`config.mk`:
```
export PLATFORM = sky130hd
export DESIGN_NAME = range_counter_flat
export DESIGN_NICKNAME = d
export VERILOG_FILES = /design/src/rtl/range_counter_if.sv /design/src/rtl/range_counter.sv /design/src/flat_wrapper.sv
export SDC_FILE = /design/constraint.sdc
export NUM_CORES = 1
export LEC_CHECK = 0
export ABC_AREA = 0
export CORE_ASPECT_RATIO = 2
export CORE_UTILIZATION = 42
export DETAILED_ROUTE_END_ITERATION = 10
export HOLD_SLACK_MARGIN = 0.02
export PLACE_DENSITY = 0.75
export SLEW_MARGIN = 0
export SYNTH_ARGS = -nofsm -noshare
export SYNTH_HDL_FRONTEND = slang
export SYNTH_SLANG_ARGS = --single-unit
```
`constraint.sdc`:
```
create_clock -name clk -period 2.44 [get_ports clk]
set_input_delay 0.488 -clock clk [delete_from_list [all_inputs] [get_ports clk]]
set_output_delay 0.488 -clock clk [all_outputs]
set_load 0.05 [all_outputs]
```
`src/rtl/range_counter_if.sv`:
```
// Control and status bundle for range_counter.
// The master drives the controls; the slave (the counter) drives the status.
interface range_counter_if #(
  parameter int unsigned WIDTH     = 8,
  parameter int unsigned LAP_WIDTH = 8
);
  logic                 enable;
  logic [1:0]           mode;
  logic                 load;
  logic [WIDTH-1:0]     load_value;
  logic [WIDTH-1:0]     out;
  logic                 dir;
  logic                 tc;
  logic [LAP_WIDTH-1:0] lap_count;

  modport master (
    output enable,
    output mode,
    output load,
    output load_value,
    input  out,
    input  dir,
    input  tc,
    input  lap_count
  );

  modport slave (
    input  enable,
    input  mode,
    input  load,
    input  load_value,
    output out,
    output dir,
    output tc,
    output lap_count
  );
endinterface

```
`src/rtl/range_counter.sv`:
```
// Bounded counter with wrap-up, wrap-down, saturate and ping-pong modes,
// clamped load, terminal-count pulse and lap counter.
module range_counter #(
  parameter int unsigned      WIDTH     = 8,
  parameter logic [WIDTH-1:0] MIN_VALUE = 8'd10,
  parameter logic [WIDTH-1:0] MAX_VALUE = 8'd13,
  parameter int unsigned      STEP      = 1,
  parameter int unsigned      LAP_WIDTH = 8
) (
  input  logic            clk,
  input  logic            rst,
  range_counter_if.slave  bus
);

  typedef enum logic [1:0] {
    M_UP   = 2'b00,
    M_DOWN = 2'b01,
    M_SAT  = 2'b10,
    M_PING = 2'b11
  } mode_e;

  localparam logic [WIDTH:0]   STEP_W   = (WIDTH+1)'(STEP);
  localparam logic [WIDTH-1:0] STEP_N   = WIDTH'(STEP);
  localparam logic [WIDTH:0]   MIN_W    = {1'b0, MIN_VALUE};
  localparam logic [WIDTH:0]   MAX_W    = {1'b0, MAX_VALUE};
  localparam logic [WIDTH:0]   MIN_STEP = MIN_W + STEP_W;

  logic [WIDTH-1:0]     cnt_q;
  logic [WIDTH-1:0]     cnt_d;
  logic                 dir_q;
  logic                 dir_d;
  logic                 tc_q;
  logic                 tc_d;
  logic [LAP_WIDTH-1:0] lap_q;
  logic [LAP_WIDTH-1:0] lap_d;
  logic [WIDTH:0]       cur_w;
  logic [WIDTH:0]       up_w;
  logic [WIDTH-1:0]     clamp_v;
  mode_e                mode;

  assign mode  = mode_e'(bus.mode);
  // One extra bit so out + STEP never wraps at the top of the range.
  assign cur_w = {1'b0, cnt_q};
  assign up_w  = cur_w + STEP_W;

  always_comb begin
    clamp_v = bus.load_value;
    unique case (1'b1)
      (bus.load_value < MIN_VALUE): clamp_v = MIN_VALUE;
      (bus.load_value > MAX_VALUE): clamp_v = MAX_VALUE;
      default:                      clamp_v = bus.load_value;
    endcase
  end

  always_comb begin
    cnt_d = cnt_q;
    dir_d = dir_q;
    tc_d  = 1'b0;
    if (bus.load) begin
      cnt_d = clamp_v;
      unique case (mode)
        M_UP:   dir_d = 1'b1;
        M_DOWN: dir_d = 1'b0;
        M_SAT:  dir_d = 1'b1;
        M_PING: dir_d = dir_q;
      endcase
    end else if (bus.enable) begin
      unique case (mode)
        M_UP: begin
          dir_d = 1'b1;
          if (up_w > MAX_W) begin
            cnt_d = MIN_VALUE;
            tc_d  = 1'b1;
          end else begin
            cnt_d = up_w[WIDTH-1:0];
          end
        end
        M_DOWN: begin
          dir_d = 1'b0;
          if (cur_w < MIN_STEP) begin
            cnt_d = MAX_VALUE;
            tc_d  = 1'b1;
          end else begin
            cnt_d = cnt_q - STEP_N;
          end
        end
        M_SAT: begin
          dir_d = 1'b1;
          if (up_w >= MAX_W) begin
            cnt_d = MAX_VALUE;
            tc_d  = (cnt_q != MAX_VALUE);
          end else begin
            cnt_d = up_w[WIDTH-1:0];
          end
        end
        M_PING: begin
          // Landing on a bound turns around and pulses tc.
          if (dir_q) begin
            if (up_w >= MAX_W) begin
              cnt_d = MAX_VALUE;
              dir_d = 1'b0;
              tc_d  = 1'b1;
            end else begin
              cnt_d = up_w[WIDTH-1:0];
            end
          end else begin
            if (cur_w <= MIN_STEP) begin
              cnt_d = MIN_VALUE;
              dir_d = 1'b1;
              tc_d  = 1'b1;
            end else begin
              cnt_d = cnt_q - STEP_N;
            end
          end
        end
      endcase
    end
  end

  assign lap_d = lap_q + LAP_WIDTH'(tc_d);

  always_ff @(posedge clk) begin
    if (rst) begin
      cnt_q <= MIN_VALUE;
      dir_q <= 1'b1;
      tc_q  <= 1'b0;
      lap_q <= '0;
    end else begin
      cnt_q <= cnt_d;
      dir_q <= dir_d;
      tc_q  <= tc_d;
      lap_q <= lap_d;
    end
  end

  assign bus.out       = cnt_q;
  assign bus.dir       = dir_q;
  assign bus.tc        = tc_q;
  assign bus.lap_count = lap_q;

endmodule

```
`src/flat_wrapper.sv`:
```
// flat-port wrapper written by rule: the top's interface ports become plain ports
module range_counter_flat 
#(
  parameter int unsigned      WIDTH     = 8,
  parameter logic [WIDTH-1:0] MIN_VALUE = 8'd10,
  parameter logic [WIDTH-1:0] MAX_VALUE = 8'd13,
  parameter int unsigned      STEP      = 1,
  parameter int unsigned      LAP_WIDTH = 8
)
  (clk, rst, bus_enable, bus_mode, bus_load, bus_load_value, bus_out, bus_dir, bus_tc, bus_lap_count);
  range_counter_if #(.WIDTH(WIDTH), .LAP_WIDTH(LAP_WIDTH)) bus_i ();
  input  logic clk;
  input  logic rst;
  input wire logic [$bits(bus_i.enable)-1:0] bus_enable;
  input wire logic [$bits(bus_i.mode)-1:0] bus_mode;
  input wire logic [$bits(bus_i.load)-1:0] bus_load;
  input wire logic [$bits(bus_i.load_value)-1:0] bus_load_value;
  output wire logic [$bits(bus_i.out)-1:0] bus_out;
  output wire logic [$bits(bus_i.dir)-1:0] bus_dir;
  output wire logic [$bits(bus_i.tc)-1:0] bus_tc;
  output wire logic [$bits(bus_i.lap_count)-1:0] bus_lap_count;
  assign bus_i.enable = bus_enable;
  assign bus_i.mode = bus_mode;
  assign bus_i.load = bus_load;
  assign bus_i.load_value = bus_load_value;
  assign bus_out = bus_i.out;
  assign bus_dir = bus_i.dir;
  assign bus_tc = bus_i.tc;
  assign bus_lap_count = bus_i.lap_count;
  range_counter #(.WIDTH(WIDTH), .MIN_VALUE(MIN_VALUE), .MAX_VALUE(MAX_VALUE), .STEP(STEP), .LAP_WIDTH(LAP_WIDTH)) u_core (.clk(clk), .rst(rst), .bus(bus_i));
endmodule
```
Word level (Yosys, flattened, before mapping)
Cells that the tools add are included.
W data, S select, Z words.
{ "word_totals": {"regBits": 18, "input_bits": 14, "out_inout_bits": 18, "word_cells": 46} }
{ "classes": {"add_sub_neg": 3, "magnitude_cmp": 6, "n_eq_ne": 5, "n_mux": 24, "reduce_logical": 4} }
{ "op_table": {"columns": ["operator", "n"], "rows": [
  ["$mux W8", 7],
  ["$pmux W8 S4", 1],
  ["$lt A8 B4 Y1 const B", 2],
  ["$pmux W8 S2", 1],
  ["$mux W1", 12],
  ["$add A8 B1 Y9 const B", 1],
  ["$ge A9 B4 Y1 const B", 1],
  ["$gt A9 B4 Y1 const B", 1],
  ["$add A8 B1 Y8", 1],
  ["$gt A8 B4 Y1 const B", 1],
  ["$le A8 B4 Y1 const B", 1],
  ["$ne A8 B4 Y1 const B", 1],
  ["$sub A8 B1 Y8 const B", 1],
  ["$eq A2 B2 Y1 const B", 2],
  ["$pmux W1 S4", 1],
  ["$pmux W1 S3", 1],
  ["$eq A2 B1 Y1 const B", 1],
  ["$logic_not A2 Y1", 1],
  ["$ne A2 B2 Y1 const B", 1],
  ["$pmux W1 S2", 1],
  ["$reduce_and A2 Y1", 1],
  ["$reduce_bool A2 Y1", 1],
  ["$reduce_or A2 Y1", 1]
]} }

Depth between registers and ports, before layout
{ "depth": {"depth_word": 8, "mapped_depth": 13, "ltp_nobuf": 12} }

Worst setup path after synthesis
No wires, ideal clock.
{ "synth_timing": {"path_kind": "reg-to-reg", "start": "register u_core.cnt_q[1] (netlist: u_core.bus.out[1])", "end": "register u_core.lap_q[5] (netlist: u_core.bus.lap_count[5])", "arrival_ns": 2.783, "setup_slack_ns": -0.472, "stages_incl_launch_ff": 13, "path_cell_list": "dfxtp_1 -> ha_1 -> and2b_1 -> a21oi_1 -> o21a_1 -> a31oi_1 -> o31ai_1 -> nor2_1 -> ha_1 -> and3_1 -> nand3_1 -> xor2_1 -> nor2_1"} }
{ "synth_between": {"elab_chain_len": 8, "word_cells_on_any_way": 16, "cone_classes": "add/sub: 2; order compare: 4; eq/ne: 1; mux: 9"} }
{ "synth_rtl": {"columns": ["item", "line", "source"], "rows": [
  ["start, declared", "range_counter.sv:28", "logic [WIDTH-1:0] cnt_q;"],
  ["start signal, assigned", "range_counter.sv:129", "cnt_q <= cnt_d;"],
  ["$add A8 B1 Y9", "range_counter.sv:44", "assign up_w = cur_w + STEP_W;"],
  ["$ge A9 B4 Y1", "range_counter.sv:89, range_counter.sv:99", null],
  ["$mux W1", "range_counter.sv:99", "if (up_w >= MAX_W) begin"],
  ["$mux W1", "range_counter.sv:98", "if (dir_q) begin"],
  ["$pmux W1 S4 *", "range_counter.sv:68", "unique case (mode)"],
  ["$mux W1 *", "range_counter.sv:67", "end else if (bus.enable) begin"],
  ["$mux W1 *", "range_counter.sv:59", "if (bus.load) begin"],
  ["net u_core.tc_d", "range_counter.sv:33", "logic tc_d;"],
  ["$add A8 B1 Y8 *", "range_counter.sv:120", "assign lap_d = lap_q + LAP_WIDTH'(tc_d);"],
  ["end signal, assigned", "range_counter.sv:132", "lap_q <= lap_d;"],
  ["end, declared", "range_counter.sv:34", "logic [LAP_WIDTH-1:0] lap_q;"]
]} }
Mark *: on every way through the listed nets, which the timed path passes. The rest lies on a longest branch.
A chain may end at the register's enable or synchronous reset.

Final worst setup path
Same ends and word-level chain as after synthesis.

==> run metrics <==
Ports=32; Critical Path End Type=flop; Mapped Cells=187; Layout fillers=302; DIE HEIGHT=86.5 µm; WS Path Type=flop to flop; post-route cell area=2200 µm²; total power=1.03 mW; Synth cell types=56; CTS sink count=18; Cell Area, Synth=1500 µm²; core outline area=3420 µm²; total global routing track utilization=0.235; Initial DRC Count=61; ant diodes=0; Final period util=0.997; most frequent cells in the layout=32 x buf_4, 31 x clkdlybuf4s50_1, 18 x nor2_1; DPL Wire Length=3.38 mm; Finish-stage setup viols=0; largest net degree at the start of global routing=14; initial core utilization=0.439; RSZ-0062 raised after global routing=true; CP required=2590 ps; number of warning messages in the yosys log=0; H-tree levels=1; actual slew at the worst max-slew pin=500 ps; Worst-Skew Late Latency=250 ps; vias in the first global route=1534; most common cell after layout, fill and taps aside=buf_4; Die Area=3830 µm²; Vias/cell=5.62; 1st-pass router iterations=6; Fin. Hold Viols=0; Crit Path Max Fanout=6; Die X=44.3 µm; cell row count=30; max cap viols=0; Longest Clk Path Bufs=2; DRC=0; wire per inst=14.4 µm; WP data arrival=2580 ps; FFs w/ async S/R, synth=0; maximum vdd drop=0.000240 V; Mapped Nets=207; synthesis-stage register bit count=18; mean area per synthesized cell=8.02 µm²; status=completed; count of pins over their slew limit=0; leakage power=0.857 nW; Rel. slew slack=0.666; Top FF cell, synth=dfxtp_1; final wirelength=4.19 mm; WP buf/inv=0; GR Overflow Total=0; fin nets=265; Root Buffer=clkbuf_8; Post-synth EDFFs=0; first-pass GRT wire length=6.89 mm; ANT nets after route=0; register area share after synthesis=0.240; Worst Hold Slack=530 ps; CTS tree=yes; port bufs=31; Pwr per Cell Area=467 nW/µm²; Slowest cell on crit path=dfxtp_4; Clock Skew=5.26 ps; Max Fclk=0.411 GHz; Worst Hold Class=flop to flop; placed instance area=2100 µm²; crit-path cells=ha_4 > and2b_1 > a21oi_1 > o21a_2 > o311ai_4 > o31ai_4 > nor2_2 > ha_2 > and3_4 > nand3_1 > xor2_1 > nor2_1; initial antenna violation count=0; hold_buf cts=0; CP delay by family, top=compound AO/OA/AOI/OAI gates; cts bufs inserted=3; layout cells sized above 1=0.295; max incr delay on CP=370 ps; via count=1642; Layout area overhead=46.5%; type of origin of the critical path=flop; post-layout min period=2430 ps; Worst-path clk slew=70 ps; RePlAce Congestion=0.973
tightest hold or removal path: cells and delay by family (launching register included):
kind / cells / cell delay [ps]
DFF: 1 / 350
xor gates and xnor gates: 1 / 80
and+or+nand+nor: 1 / 70
cell usage after synthesis, drive strengths merged (2+ instances only):
cell	count	area share
o31ai	2	0.010
o21ai	7	0.023
xnor2	5	0.029
nor4	3	0.023
a31oi	5	0.021
dfxtp	18	0.24
inv	3	0.0075
nor2	20	0.052
nor3	7	0.023
nand4b	2	0.012
nand2	16	0.040
xor2	6	0.035
and2	2	0.0083
a21oi	16	0.053
buf	5	0.030
nor4b	2	0.026
o211ai	2	0.013
nand3	10	0.037
ha	6	0.050
clkbuf	6	0.015
nor2b	5	0.021
a21o	3	0.015
nand3b	2	0.010
and3	6	0.032
or3	2	0.0083
nand2b	4	0.017
logic make-up (layout without fill, tap and decap cells):
| kind of cell | count (synthesis) | in the layout | synth area share |
|---|---|---|---|
| AOI/OAI and AO/OA | 49 | 49 | 0.239 |
| xor gates and xnor gates | 11 | 11 | 0.0642 |
| and+or+nand+nor | 87 | 87 | 0.340 |
| buffers and inverters | 14 | 71 | 0.0525 |
| adders and majority gates | 7 | 7 | 0.0567 |
| muxes | 1 | 1 | 0.00667 |
| DFF | 18 | 18 | 0.240 |
repair_timing:
| item | CTS | global route |
|---|---|---|
| setup endpoints to repair | 5 | 7 |
| resized for setup | 4 | 6 |
| setup buffers | 1 | 0 |
| pin swaps | 4 | 1 |
flip-flops by register name, summed over array words and instances (netlist names):
signal	count
u_core.bus.lap_count	8
u_core.bus.dir	1
u_core.bus.out	8
u_core.bus.tc	1
per-stage QoR:
stage | TNS (ps) | setup slack [ps] | util | instances
after floorplan | -71.5 | -26.6 | - | 187
after global placement | -301 | -77.1 | 0.614 | 287
after detailed placement | -818 | -157 | 0.614 | 287
after CTS | -6.38 | -6.38 | 0.637 | 292
after global routing | -383 | -98.7 | 0.644 | 292
final | 0 | 8.38 | 0.644 | 292
cell type report:
class / count / area [µm²] / area share
Timing Repair Buffer: 64 / 562 / 0.256
Tap cell: 48 / 60.1 / 0.0273
Inverter: 3 / 11.3 / 0.00512
Sequential cell: 18 / 375 / 0.171
Multi-Input combinational cell: 155 / 1130 / 0.516
Clock buffer: 4 / 55.1 / 0.0250
path summary, 6_finish.rpt:
kind | to | slack (ps) | cells past startpoint | startpoint
setup / recovery | u_core.bus.lap_count[5] | 8 | 12 | u_core.bus.out[1]
hold / removal | u_core.bus.lap_count[7] | 530 | 2 | u_core.bus.lap_count[7]
setup reg to reg | u_core.bus.lap_count[5] | 8 | 12 | u_core.bus.out[1]
hold reg to reg | u_core.bus.lap_count[7] | 530 | 2 | u_core.bus.lap_count[7]
metal layers:
metal  GRT usage  routed length (µm)  vias up
li1            -                   -      804
met3      0.0333                 110       19
met2       0.425                2290       54
met1       0.240                1580      765
met4       0.140                 215        0
met5           0                   0        -
power breakdown:
part / switching [mW] / internal (mW) / leakage, nW
clock: 0.102 / 0.143 / 0.0288
sequential: 0.0248 / 0.309 / 0.149
combinational: 0.234 / 0.213 / 0.679
Note: power is estimated with default switching activity, not from simulation.
